==> src/rtl/fibonacci_pkg.sv <==
// Shared types for the Fibonacci term generator.
//   state_t : 2-bit FSM state encoding (IDLE, EMIT, WAIT, DONE)
package fibonacci_pkg;

  typedef enum logic [1:0] {
    ST_IDLE = 2'd0,
    ST_EMIT = 2'd1,
    ST_WAIT = 2'd2,
    ST_DONE = 2'd3
  } state_t;

endpackage : fibonacci_pkg

==> src/rtl/fibonacci_term_generator.sv <==
// Emits F0, F1, F2, ... as single-cycle new_fib_res pulses spaced GAP idle
// cycles apart, stopping on the term count, an abort, or term overflow.
//   clk, arst_n  : rising-edge clock, asynchronous active-low reset
//   start        : begin a run (sampled in IDLE only), n_terms latched here
//   abort        : cancel a run; returns to IDLE without a done pulse
//   n_terms      : number of terms requested
//   fib_out      : current term, valid with new_fib_res, held otherwise
//   new_fib_res  : one-cycle pulse per emitted term
//   term_idx     : index k of the term on fib_out
//   busy         : high whenever not IDLE
//   done         : one-cycle pulse when a run completes or overflows
//   overflow     : sticky flag, run ended because the next term did not fit
module fibonacci_term_generator
  import fibonacci_pkg::*;
#(
  parameter int unsigned DATA_WIDTH  = 32,
  parameter int unsigned COUNT_WIDTH = 8,
  parameter int unsigned GAP         = 1
) (
  input  logic                   clk,
  input  logic                   arst_n,
  input  logic                   start,
  input  logic                   abort,
  input  logic [COUNT_WIDTH-1:0] n_terms,
  output logic [DATA_WIDTH-1:0]  fib_out,
  output logic                   new_fib_res,
  output logic [COUNT_WIDTH-1:0] term_idx,
  output logic                   busy,
  output logic                   done,
  output logic                   overflow
);

  // Gap counter runs GAP-1 down to 0, so it only needs to hold GAP-1.
  localparam int unsigned GAP_W = (GAP > 1) ? $clog2(GAP) : 1;
  localparam logic [GAP_W-1:0]       GAP_LOAD = GAP_W'(GAP - 1);
  localparam logic [GAP_W-1:0]       GAP_ONE  = GAP_W'(1);
  localparam logic [COUNT_WIDTH-1:0] CNT_ONE  = COUNT_WIDTH'(1);

  state_t                 state_q, state_d;
  logic [DATA_WIDTH-1:0]  a_q, a_d, b_q, b_d;
  logic                   a_ovf_q, a_ovf_d, b_ovf_q, b_ovf_d;
  logic [COUNT_WIDTH-1:0] rem_q, rem_d;
  logic [GAP_W-1:0]       gap_q, gap_d;
  logic [COUNT_WIDTH-1:0] idx_q, idx_d;
  logic [DATA_WIDTH-1:0]  fib_q, fib_d;
  logic                   nfr_q, nfr_d;
  logic                   busy_q, busy_d;
  logic                   done_q, done_d;
  logic                   ovf_q, ovf_d;
  logic [DATA_WIDTH:0]    sum_c;

  // Next term with carry-out; the carry marks a term that no longer fits.
  assign sum_c = {1'b0, a_q} + {1'b0, b_q};

  // Next-state and datapath update; outputs are decoded from the next state
  // so they register in step with the state they describe.
  always_comb begin
    state_d = state_q;
    a_d     = a_q;
    b_d     = b_q;
    a_ovf_d = a_ovf_q;
    b_ovf_d = b_ovf_q;
    rem_d   = rem_q;
    gap_d   = gap_q;
    idx_d   = idx_q;
    ovf_d   = ovf_q;

    case (state_q)
      ST_IDLE: begin
        if (start && !abort) begin
          ovf_d = 1'b0;
          if (n_terms != '0) begin
            a_d     = '0;
            b_d     = DATA_WIDTH'(1);
            a_ovf_d = 1'b0;
            b_ovf_d = 1'b0;
            idx_d   = '0;
            rem_d   = n_terms;
            state_d = ST_EMIT;
          end else begin
            state_d = ST_DONE;
          end
        end
      end
      ST_EMIT: begin
        if (abort) begin
          state_d = ST_IDLE;
        end else begin
          rem_d = rem_q - CNT_ONE;
          if (rem_q == CNT_ONE) begin
            state_d = ST_DONE;
          end else begin
            a_d     = b_q;
            a_ovf_d = b_ovf_q;
            b_d     = sum_c[DATA_WIDTH-1:0];
            b_ovf_d = b_ovf_q | sum_c[DATA_WIDTH];
            gap_d   = GAP_LOAD;
            state_d = ST_WAIT;
          end
        end
      end
      ST_WAIT: begin
        if (abort) begin
          state_d = ST_IDLE;
        end else if (gap_q != '0) begin
          gap_d = gap_q - GAP_ONE;
        end else if (a_ovf_q) begin
          // The out-of-range term is dropped rather than emitted truncated.
          ovf_d   = 1'b1;
          state_d = ST_DONE;
        end else begin
          idx_d   = idx_q + CNT_ONE;
          state_d = ST_EMIT;
        end
      end
      ST_DONE: begin
        state_d = ST_IDLE;
      end
      default: begin
        state_d = ST_IDLE;
      end
    endcase

    nfr_d  = (state_d == ST_EMIT);
    busy_d = (state_d != ST_IDLE);
    done_d = (state_d == ST_DONE);
    fib_d  = (state_d == ST_EMIT) ? a_d : fib_q;
  end

  // State and output registers.
  always_ff @(posedge clk or negedge arst_n) begin
    if (!arst_n) begin
      state_q <= ST_IDLE;
      a_q     <= '0;
      b_q     <= '0;
      a_ovf_q <= 1'b0;
      b_ovf_q <= 1'b0;
      rem_q   <= '0;
      gap_q   <= '0;
      idx_q   <= '0;
      fib_q   <= '0;
      nfr_q   <= 1'b0;
      busy_q  <= 1'b0;
      done_q  <= 1'b0;
      ovf_q   <= 1'b0;
    end else begin
      state_q <= state_d;
      a_q     <= a_d;
      b_q     <= b_d;
      a_ovf_q <= a_ovf_d;
      b_ovf_q <= b_ovf_d;
      rem_q   <= rem_d;
      gap_q   <= gap_d;
      idx_q   <= idx_d;
      fib_q   <= fib_d;
      nfr_q   <= nfr_d;
      busy_q  <= busy_d;
      done_q  <= done_d;
      ovf_q   <= ovf_d;
    end
  end

  assign fib_out     = fib_q;
  assign new_fib_res = nfr_q;
  assign term_idx    = idx_q;
  assign busy        = busy_q;
  assign done        = done_q;
  assign overflow    = ovf_q;

endmodule : fibonacci_term_generator
==> config.mk <==
export PLATFORM = sky130hd
export DESIGN_NAME = fibonacci_term_generator
export DESIGN_NICKNAME = d
export VERILOG_FILES = /design/src/rtl/fibonacci_pkg.sv /design/src/rtl/fibonacci_term_generator.sv
export SDC_FILE = /design/constraint.sdc
export NUM_CORES = 1
export LEC_CHECK = 0
export ABC_AREA = 1
export CAP_MARGIN = 20
export CORE_ASPECT_RATIO = 0.75
export CORE_MARGIN = 5
export CORE_UTILIZATION = 27
export DETAILED_ROUTE_END_ITERATION = 12
export GPL_TIMING_DRIVEN = 0
export HOLD_SLACK_MARGIN = 0.06
export PLACE_DENSITY_LB_ADDON = 0.1
export SYNTH_ARGS = -nofsm -noshare
export SYNTH_HDL_FRONTEND = slang
export SYNTH_SLANG_ARGS = --single-unit
==> constraint.sdc <==
create_clock -name clk -period 2.4 [get_ports clk]
set_clock_uncertainty 0.1 [all_clocks]
set_input_delay 0.48 -clock clk [delete_from_list [all_inputs] [get_ports clk]]
set_output_delay 0.48 -clock clk [all_outputs]
set_load 0.02 [all_outputs]
==> reports/results.tsv <==
metric	value	unit
GRT Util Overall	16.5	%
syn avg cell area	6.85	um2
layout cells sized above 1	6.91	%
DIE AREA	31700	um2
Max Clk Rate	0.439	GHz
remaining antenna violation count	0	
GRT overflow	0	
Multi-input gate area	3860	um2
CP startpoint kind	register	
1st-iter DRT viols	502	
1st-pass router iterations	5	
slew of the pin with the lowest slew margin	0.663	ns
final cell utilization of the core	33.2	%
Hold WC Path Type	reg2reg	
main flop type after synthesis	dfrtp_1	
placed wire-length estimate	19400	um
final worst slack	0.123	ns
Core Area	27900	um2
DR vias	7035	
Initial Utilization	27.3	%
Slowest-stage cell, CP	ha_1	
Avg WL per Cell	15.8	um
status	complete, no violations	
TritonCTS clock tree	yes	
routability cong.	0.865	
clock slew at the register clock pins of the worst setup and hold paths	0.06	ns
Final setup violation count	0	
crit-path leading delay family	simple AND/OR/NAND/NOR gates	
H-Tree Depth	4	
cts bufs inserted	17	
fill count	3041	
slew margin rel.	55.8	%
Yosys Warn Count	0	
Crit path buffers/inverters	1	
die width	204	um
register bit total from synthesis	120	
Worst setup EP type	register	
final WL	25100	um
sequential share of the synthesized area	39.4	%
Vert. Die Dim	155	um
Max VDD drop	0.000510	V
crit path max fanout	5	
Setup Fix Bufs, Post-CTS	0	
buffer depth of the longest clock path	2	
number of antenna violations at the first check in global routing	0	
I/O pins	56	
Area Growth Syn to Fin	21.6	%
number of flops mapped to enable cells by yosys	0	
pwr dens	729	nW/um2
async set-or-reset flop fraction in the synthesized netlist	100	%
Cells after Synth	1112	
critical path depth	11	
maxcap violations	0	
final hold violation count	0	
standard-cell row count	53	
static leakage power	4.86	nW
number of global-route vias before repair	6708	
Period Utilization, post-route	94.9	%
RSZ-0062 raised after global routing	true	
Hold Path Cell Cnt	2	
clk_lat worst skew	0.43	ns
mapped cell area	7620	um2
synth unique cells	40	
Final Slew Violations	0	
pre-CTS setup slack	-0.398	ns
crit path DAT	2.49	ns
register area	3000	um2
cells along the critical path	ha_1, nand2_1, nor2_1, inv_1, nor2_1, and2_1, nand2_1, nand2_1, nand2_1, nand3_1, nand2_1	
Syn Nets	1160	
Hold Slack	0.375	ns
FF-to-FF path depth	11	
Root Driver	clkbuf_16	
antenna cells	0	
min Tclk post-route	2.28	ns
most frequent CP cell	nand2_1	
slowest stage delay, CP	0.43	ns
nets	1236	
Via density	4.44	
global-route wire length before repair	39800	um
# DRC	0	
Crit Path Category	reg2reg	
I/O Buffers	55	
Sink Count	120	
pin count of the biggest net entering global routing	89	
CP Data Required Time	2.62	ns
==> cell usage after synthesis (5+ instances only) <==
cell type	n	share of area, %
nand4_1	6	0.49
nand3b_1	13	1.3
nor3_1	7	0.46
inv_1	148	7.3
inv_2	11	0.54
o21ai_1	34	2.2
buf_6	5	0.74
nor2_1	62	3.1
nand2_1	459	23
dfrtp_1	120	39
nand3_1	61	4.0
o22ai_1	13	1.1
o21ai_0	21	1.4
a21oi_1	45	3.0
xnor2_1	16	1.8
buf_2	18	1.2
clkbuf_1	6	0.30
ha_1	35	5.7
==> worst paths after layout <==
path,startpoint,endpoint,slack (ns)
setup / recovery,b_q[26],b_q[28],0.12
hold / removal,fib_out[13],fib_out[13],0.37
setup reg to reg,b_q[26],b_q[28],0.12
hold reg to reg,fib_out[13],fib_out[13],0.37
max in group asynchronous,arst_n,b_q[4],1.02
min in group asynchronous,arst_n,term_idx[6],0.41
==> worst reg2reg max path: cells and delay by family (launching register included) <==
family / cells / cell delay [ns]
flops: 1 / 0.40
buf+inv: 1 / 0.07
fa+ha+maj: 1 / 0.43
simple gates: 9 / 1.16
==> where the power goes <==
part	switching, mW	internal, mW	total, mW
combinational	1.09	0.664	1.75
clock	0.974	1.50	2.47
sequential	0.224	2.30	2.53
total	2.29	4.46	6.75
==> logic make-up (layout without fill, tap and decap cells) <==
logic type	Yosys count	after routing	synth area share, %
AO/OA/AOI/OAI	127	127	9.06
XOR/XNOR	17	17	1.95
adder cells (fa/ha/maj)	36	36	6.01
buffers and inverters	191	280	10.2
flip-flops	120	120	39.4
AND/OR/NAND/NOR	621	621	33.3
==> per-layer routing <==
metal,wire [um],up-vias,GRT usage [%]
li1,-,3630,-
met1,13300,3244,25.5
met2,10300,143,23.3
met3,1230,18,3.46
met4,246,0,3.76
met5,0,-,0
==> final cells by class <==
type,count,share of cell area (%)
buffer,32,1.97
clock inverter,8,0.770
sequential,120,32.4
multi-input combinational,801,41.6
timing repair buffer,57,6.36
inverter,159,6.44
tap,385,5.20
clock buffer,24,5.20
==> state kept, by name, indices dropped and copies added (netlist names) <==
register     cells
state_q          2
busy             1
b_ovf_q          1
a_ovf_q          1
done             1
b_q             32
overflow         1
a_q             32
fib_out         32
term_idx         8
rem_q            8
new_fib_res      1
==> timing repair <==
| item | CTS | global route |
|---|---|---|
| resized for setup | 2 | 6 |
| setup endpoints to repair | 4 | 32 |
| hold buffers | 1 | 0 |
| endpoints found under the hold margin | 32 | 0 |
==> through the flow <==
step / TNS, ns / instances / area (um2) / total power, mW
after detailed placement: -20.94 / 1553 / 8680 / 4.32
after CTS: 0 / 1586 / 9250 / 6.84
final: 0 / 1586 / 9260 / 6.75
after floorplan: 0 / 1112 / 7620 / 3.63
after global routing: -0.0407 / 1586 / 9260 / 7.19
after global placement: -565.68 / 1552 / 8650 / 4.32
==> placed cells by master, fill, tap and decap left out, drive strengths merged, types with 27 or more instances in the layout <==
cell type      netlist  layout
buf                 25      27
nand3               62      62
ha                  35      35
dfrtp              120     120
nand2              461     461
a21oi               45      45
nor2                65      65
inv                159     159
clkbuf               7      31
clkdlybuf4s50        0      54
o21ai               56      56
Note: power is estimated with default switching activity, not from simulation.
